==> config.mk <==
export PLATFORM = sky130hd
export DESIGN_NAME = mult_pipe
export DESIGN_NICKNAME = d
export VERILOG_FILES = /design/src/rtl/mult_pkg.sv /design/src/rtl/mult_round_sat.sv /design/src/rtl/mult_pipe.sv
export SDC_FILE = /design/constraint.sdc
export NUM_CORES = 1
export LEC_CHECK = 0
export BUFFER_PORTS_ARGS = -buffer_cell sky130_fd_sc_hd__buf_2
export CORE_MARGIN = 1.5
export CORE_UTILIZATION = 54
export DETAILED_ROUTE_END_ITERATION = 10
export PLACE_DENSITY = 0.7
export SYNTH_ARGS = -nofsm -noshare
export SYNTH_HDL_FRONTEND = slang
export SYNTH_SLANG_ARGS = --single-unit
==> constraint.sdc <==
create_clock -name clk -period 6.6 [get_ports clk]
set_input_delay 0.66 -clock clk [delete_from_list [all_inputs] [get_ports clk]]
set_output_delay 0.66 -clock clk [all_outputs]
set_load 0.01 [all_outputs]
==> src/rtl/mult_pkg.sv <==
// Shared constants and helpers for the mult_pipe datapath: product width,
// internal extension width and saturation bounds.
package mult_pkg;

  localparam int unsigned MIN_STAGES = 2;

  function automatic int unsigned prod_w(int unsigned wa, int unsigned wb);
    return wa + wb;
  endfunction

  // Working width for the saturation compare: wide enough for both the
  // rounded product and the output range, plus sign and headroom.
  function automatic int unsigned ext_w(int unsigned win, int unsigned wp);
    return ((win > wp) ? win : wp) + 2;
  endfunction

  function automatic longint sat_max(int unsigned wp, bit sgn);
    return sgn ? (longint'(1) <<< (wp - 1)) - 1 : (longint'(1) <<< wp) - 1;
  endfunction

  function automatic longint sat_min(int unsigned wp, bit sgn);
    return sgn ? -(longint'(1) <<< (wp - 1)) : longint'(0);
  endfunction

endpackage

==> src/rtl/mult_round_sat.sv <==
// Combinational round-half-up right shift of a full-width product followed
// by clipping to the WP-bit output range, with a clip flag.
module mult_round_sat
  import mult_pkg::*;
#(
  parameter int unsigned WIN    = 19,
  parameter int unsigned WP     = 19,
  parameter int unsigned SHIFT  = 0,
  parameter int unsigned SIGNED = 1
) (
  input  logic [WIN-1:0] prod_in,
  output logic [WP-1:0]  p_out,
  output logic           sat_out
);

  localparam int unsigned WE  = ext_w(WIN, WP);
  localparam int unsigned RSH = (SHIFT > 0) ? SHIFT - 1 : 0;
  localparam logic [WIN:0] RND = (SHIFT > 0) ? ((WIN + 1)'(1) << RSH) : '0;
  localparam logic signed [WE-1:0] MAXV = WE'(sat_max(WP, SIGNED != 0));
  localparam logic signed [WE-1:0] MINV = WE'(sat_min(WP, SIGNED != 0));

  logic [WIN:0]          ext;
  logic [WIN:0]          sum;
  logic [WIN:0]          shf;
  logic signed [WE-1:0]  wide;

  always_comb begin
    // One extra bit keeps the rounding add from wrapping.
    ext = (SIGNED != 0) ? {prod_in[WIN-1], prod_in} : {1'b0, prod_in};
    sum = ext + RND;
    if (SIGNED != 0) begin
      shf = $signed(sum) >>> SHIFT;
    end else begin
      shf = sum >> SHIFT;
    end
    wide = (SIGNED != 0) ? {{(WE - WIN - 1){shf[WIN]}}, shf}
                         : {{(WE - WIN - 1){1'b0}}, shf};
    sat_out = 1'b0;
    p_out   = wide[WP-1:0];
    if (wide > MAXV) begin
      p_out   = MAXV[WP-1:0];
      sat_out = 1'b1;
    end else if (wide < MINV) begin
      p_out   = MINV[WP-1:0];
      sat_out = 1'b1;
    end
  end

endmodule

==> src/rtl/mult_pipe.sv <==
// Pipelined fixed-point multiplier with valid/ready flow control, optional
// product retiming stages, rounding shift and output saturation.
module mult_pipe
  import mult_pkg::*;
#(
  parameter int unsigned WA     = 10,
  parameter int unsigned WB     = 9,
  parameter int unsigned WP     = 19,
  parameter int unsigned SIGNED = 1,
  parameter int unsigned SHIFT  = 0,
  parameter int unsigned STAGES = 2
) (
  input  logic          clk,
  input  logic          rst_n,
  input  logic          in_valid,
  output logic          in_ready,
  input  logic [WA-1:0] a_in,
  input  logic [WB-1:0] b_in,
  output logic          out_valid,
  input  logic          out_ready,
  output logic [WP-1:0] p_out,
  output logic          sat_out
);

  localparam int unsigned WIN = prod_w(WA, WB);

  if (STAGES < MIN_STAGES) begin : g_bad_stages
    $error("mult_pipe: STAGES must be at least 2");
  end

  logic              en;
  logic [STAGES-1:0] vld_q, vld_d;
  logic [WA-1:0]     a_q, a_d;
  logic [WB-1:0]     b_q, b_d;
  logic [WIN-1:0]    a_x, b_x;
  logic [WIN-1:0]    prod_d;
  logic [WIN-1:0]    rs_in;
  logic [WP-1:0]     rs_p;
  logic              rs_sat;
  logic [WP-1:0]     p_q, p_d;
  logic              sat_q, sat_d;

  // A single enable stalls every stage together; bubbles are kept in place.
  always_comb begin
    en        = !vld_q[STAGES-1] || out_ready;
    in_ready  = en;
    out_valid = vld_q[STAGES-1];
    p_out     = p_q;
    sat_out   = sat_q;
  end

  always_comb begin
    vld_d = vld_q;
    a_d   = a_q;
    b_d   = b_q;
    if (en) begin
      vld_d = {vld_q[STAGES-2:0], in_valid};
      a_d   = a_in;
      b_d   = b_in;
    end
  end

  // Extending both operands to full product width lets one unsigned
  // multiply serve both signed and unsigned modes.
  always_comb begin
    a_x    = (SIGNED != 0) ? {{WB{a_q[WA-1]}}, a_q} : {{WB{1'b0}}, a_q};
    b_x    = (SIGNED != 0) ? {{WA{b_q[WB-1]}}, b_q} : {{WA{1'b0}}, b_q};
    prod_d = a_x * b_x;
  end

  if (STAGES == 2) begin : g_direct
    always_comb rs_in = prod_d;
  end else begin : g_retime
    logic [WIN-1:0] pipe_q [STAGES-2];
    logic [WIN-1:0] pipe_d [STAGES-2];

    always_comb begin
      for (int unsigned i = 0; i < STAGES - 2; i++) begin
        pipe_d[i] = pipe_q[i];
      end
      if (en) begin
        pipe_d[0] = prod_d;
        for (int unsigned i = 1; i < STAGES - 2; i++) begin
          pipe_d[i] = pipe_q[i-1];
        end
      end
      rs_in = pipe_q[STAGES-3];
    end

    always_ff @(posedge clk or negedge rst_n) begin
      if (!rst_n) begin
        for (int unsigned i = 0; i < STAGES - 2; i++) begin
          pipe_q[i] <= '0;
        end
      end else begin
        for (int unsigned i = 0; i < STAGES - 2; i++) begin
          pipe_q[i] <= pipe_d[i];
        end
      end
    end
  end

  mult_round_sat #(
    .WIN    (WIN),
    .WP     (WP),
    .SHIFT  (SHIFT),
    .SIGNED (SIGNED)
  ) u_round_sat (
    .prod_in (rs_in),
    .p_out   (rs_p),
    .sat_out (rs_sat)
  );

  always_comb begin
    p_d   = en ? rs_p : p_q;
    sat_d = en ? rs_sat : sat_q;
  end

  always_ff @(posedge clk or negedge rst_n) begin
    if (!rst_n) begin
      vld_q <= '0;
      a_q   <= '0;
      b_q   <= '0;
      p_q   <= '0;
      sat_q <= 1'b0;
    end else begin
      vld_q <= vld_d;
      a_q   <= a_d;
      b_q   <= b_d;
      p_q   <= p_d;
      sat_q <= sat_d;
    end
  end

endmodule

* Yosys cells after proc, flatten, opt, wreduce, memory -nomap -nowiden
Index checks and enable logic that the tools add are counted.
** Storage, ports and cells
- Bits in registers :: 41
- Input port bits :: 23
- Output and inout bits :: 22
- Word-level logic and storage cells :: 14
** Operators by class
- Multiply operators :: 1
- Magnitude comparators :: 2
- Multiplexer cells :: 4
- Reductions and logical operators :: 2
** Operators with widths (count)
- $mux 19 :: 2
- $gt 19x19->1 const B :: 1
- $lt 19x19->1 const B :: 1
- $mul 10x9->19 :: 1
- $mux 1 :: 2
- $logic_not 1->1 :: 1
- $logic_or 1x1->1 :: 1

* Longest topological paths before layout
- Word-level depth :: 4
- Mapped depth :: 19
- Depth with buffers taken out :: 18

* By module
From an unflattened synthesis, not the netlist that was laid out.
** Unflattened totals
- Cells, all modules :: 485
- Area total of the unflattened synthesis :: 4952.2 um^2
** By module, submodules not included
- mult_pipe :: instances 1, cells each 464, area each 4869.7 um^2, seq. area each 1026.0 um^2
- mult_round_sat :: instances 1, cells each 21, area each 82.6 um^2, seq. area each 0.0 um^2

* Worst setup path after synthesis
Ideal clock, no wire load.
- Path kind :: register to register
- Start point :: reg b_q[2]
- End point :: reg p_q[17] (netlist: p_out[17])
- Setup time :: 0.121 ns
- Data arrival time :: 4.642 ns
- Required time :: 6.479 ns
- Slack :: 1.837 ns
- Cell stages (with the launch flop) :: 16
- Buffers on the path :: 1
- Period minus slack after synthesis :: 4.763 ns
- Cells stage by stage :: dfrtp_1 clkbuf_1 and2_1 fa_1 inv_1 fa_1 inv_1 fa_1 fa_1 ha_1 ha_1 a21o_1 or4_4 o31ai_2 xor2_1 o21ai_1
** Between the ends
- Longest elaborated chain between the ends :: 4
- Elaborated cells between the ends (all ways) :: 5
- Those cells by class :: mul (1); order compare (2); mux (2)
** RTL lines
- start, declared :: RTL line mult_pipe.sv:34 : logic [WB-1:0] b_q, b_d;
- start signal, assigned :: RTL line mult_pipe.sv:123 : b_q <= '0;
- start signal, assigned :: RTL line mult_pipe.sv:129 : b_q <= b_d;
- $mul 10x9->19 (*) :: RTL line mult_pipe.sv:68 : prod_d = a_x * b_x;
- $lt 19x19->1 :: RTL line mult_round_sat.sv:43 : end else if (wide < MINV) begin
- $mux 19 :: RTL line mult_round_sat.sv:43
- $mux 19 (*) :: RTL line mult_round_sat.sv:40 : if (wide > MAXV) begin
- end signal, assigned :: RTL line mult_pipe.sv:130 : p_q <= p_d;
- end, declared :: RTL line mult_pipe.sv:40 : logic [WP-1:0] p_q, p_d;
Every way passes the cells marked *; elsewhere a longest branch is shown, timed or not.
A chain may end at the register's enable or synchronous reset.

* Final worst setup path
- Start point :: reg b_q[4]
- End point :: reg p_q[17] (netlist: p_out[17])
Same word-level chain as after synthesis.

==> key figures <==
Outcome
  – Status: complete, no violations

Setup path
  – CP arrival: 5.19 ns
  – Max FO, Critical Path: 11
  – Critical Path Max Stage Delay: 0.63 ns
  – R2R depth: 13
  – CP most frequent cell: fa_1
  – Worst reg2reg setup slack: 1.56 ns
  – Reg2reg end: p_out[17]
  – CP cell instances: nand2_1, fa_1, fa_1, inv_1, fa_1, fa_1, ha_1, ha_1, a21o_1, or4_4, o31ai_2, xor2_1, o21ai_1
  – CP Capture Type: flop
  – Reg2Reg Launch Point: b_q[4]
  – Worst path required time: 6.75 ns
  – Crit path kind: reg2reg
  – Critical path's slowest cell: fa_1
  – CP Launch Type: flop

Global route
  – Initial antenna violation count: 0
  – Global-route wire length before repair: 18.3 mm
  – Largest net degree at the start of global routing: 46
  – GRT Total Usage: 23.6%
  – Vias in the first global route: 3771
  – Total gr overflow: 0

Final layout
  – Commonest non-fill, non-tap cell in the layout: nand2_1
  – Layout area overhead: 6.99%
  – Design area: 5230 µm²
  – Final #Nets: 695
  – Most frequent cells in the layout: 124 x nand2_1, 77 x fa_1, 75 x inv_1
  – Final core occ: 59.7%
  – N_diodes: 0
  – Layout cells sized above 1: 10.8%
  – Non-Filler Instances: 664

Floorplanning
  – Die Area: 9630 µm²
  – Io pins: 45
  – Rows: 34
  – Chip width: 98.2 µm
  – Core area: 8760 µm²
  – Die height: 98.2 µm
  – Initial Util: 55.8%

Clock tree
  – Clk buf depth: 2
  – Htree depth: 2
  – CTS tree: yes
  – Clk sinks: 41
  – Worst-path clk slew: 0.09 ns
  – CTS resizes: 0
  – Setup Fix Bufs, Post-CTS: 0
  – Post-CTS Hold Fix Bufs: 0
  – CTS buffer count: 5
  – CTS root buffer: clkbuf_8
  – Skew-Pair Late Insertion Delay: 0.30 ns

Route
  – Pre-antenna DRT Iters: 4
  – Initial detailed-routing violation count: 117
  – Vias per Instance: 5.22
  – Vias: 3463
  – DR DRC count: 0
  – Post-DRT Antenna Nets: 0
  – Routed WL per cell: 15.3 µm
  – Post-Route WL: 10.1 mm

Placed design
  – Placer Congestion: 0.870
  – Port Buf Inserts: 44
  – Post-Place Cells: 656
  – Post-DP Area: 5120 µm²
  – DP HPWL: 8.24 mm

Yosys
  – Seq cells post-synth: 41
  – Synth top area cells: fa_1 32%, dfrtp_1 21%, ha_1 10%, nand2_1 9.5%, inv_1 5.8%
  – Ys async rst share: 100%
  – Yosys warns: 0
  – Mean Syn Cell Area: 9.16 µm²
  – Syn Nets: 674
  – Area leader, netlist: fa_1
  – Register area share after synthesis: 21.0%
  – Synth cell types: 40
  – Main synth FF type: dfrtp_1
  – Number of synthesized flops with an enable pin: 0
  – Synth top area share: 31.5%
  – Mapped Cells: 534
  – Cell area after synthesis: 4890 µm²

STA
  – Final Hold Fails: 0
  – Final period utilization: 76.4%
  – Post-Route Skew: 0.0101 ns
  – Max-Slew Margin vs Limit: 33.9%
  – Slew @ Worst Pin: 0.990 ns
  – Total negative slack: 0 ns
  – Max Slew Vio Count: 0
  – Setup violators final: 0
  – Minimum clock period: 5.04 ns
  – Fmax: 198 MHz
  – Unrepaired setup endpoints after global routing: false

Min path
  – Hold Path End: p_out[3]
  – Min-delay worst type: reg2reg
  – Worst hold path cell count: 2
  – Hold Startpoint: p_out[3]

Job
  – Max-Cap Viols: 0
-- critical path, delay by kind of cell (launching register included) --
family | cells | cell delay, ns
DFF | 1 | 0.60
xor gates and xnor gates | 1 | 0.17
AOI/OAI and AO/OA | 3 | 0.56
adders and majority gates | 6 | 2.91
buffers and inverters | 1 | 0.06
and+or+nand+nor | 2 | 0.60
-- sequential cells by signal, summed over array words and instances (netlist names) --
| signal | flops |
|---|---|
| a_q | 10 |
| b_q | 9 |
| sat_out | 1 |
| vld_q | 2 |
| p_out | 19 |
-- through the flow --
stage | worst slack, ns | hold WS, ns
finish | 1.56 | 0.470
global route | 1.25 | 0.503
CTS | 1.54 | 0.474
detailed placement | 1.54 | 0.452
global placement | 1.65 | 0.443
floorplan | 1.84 | 0.364
-- worst max path at each step --
stage           start  cells after the start        end
2_1_floorplan  b_q[2]                     15  p_out[17]
3_3_place_gp   a_q[9]                     14  p_out[17]
3_5_place_dp   a_q[9]                     14  p_out[17]
4_1_cts        a_q[9]                     14  p_out[17]
5_1_grt        a_q[9]                     15  p_out[18]
6_report       b_q[4]                     13  p_out[17]
-- synth_stat cells (all sizes together) (2+ instances only) --
library cell / n
o21ai: 8
o22ai: 2
dfrtp: 41
a21o: 4
nor3: 2
clkbuf: 27
nor2: 14
buf: 3
and2: 43
xor2: 3
xnor2: 11
o31a: 2
nand3: 6
nand2b: 2
nor3b: 2
nor2b: 10
inv: 76
ha: 40
o31ai: 3
a211oi: 7
nand2: 124
fa: 77
a21oi: 15
o21a: 2
-- final cells by class --
cell class / count / area, µm²
Clock inverter: 2 / 38.8
Tap cell: 108 / 135
Clock buffer: 6 / 72.6
Fill cell: 779 / 3530
Multi-Input combinational cell: 387 / 3450
Sequential cell: 41 / 1030
Timing Repair Buffer: 44 / 220
Inverter: 76 / 285
-- cells by family (layout without fill, tap and decap cells) --
family,count (synthesis),count (layout),share of synthesized area (%)
compound gates,48,48,6.50
flops,41,41,21.0
xor+xnor,14,14,2.51
mux,2,2,0.435
buf+inv,106,128,8.55
fa+ha+maj,117,117,41.8
simple gates,206,206,19.3
-- layer usage --
| metal | GRT usage (%) | share of wire [%] | vias to the layer above | routed length [µm] |
|---|---|---|---|---|
| met5 | 0 | 0 | - | 0 |
| li1 | - | - | 1667 | - |
| met2 | 38.8 | 50 | 68 | 5030 |
| met1 | 34.4 | 46 | 1722 | 4640 |
| met4 | 3.47 | 0.38 | 0 | 38 |
| met3 | 3.65 | 4.1 | 6 | 418 |
Power is not shown: default switching activity piles up to over one toggle a cycle in this logic, so the estimate is an artifact.
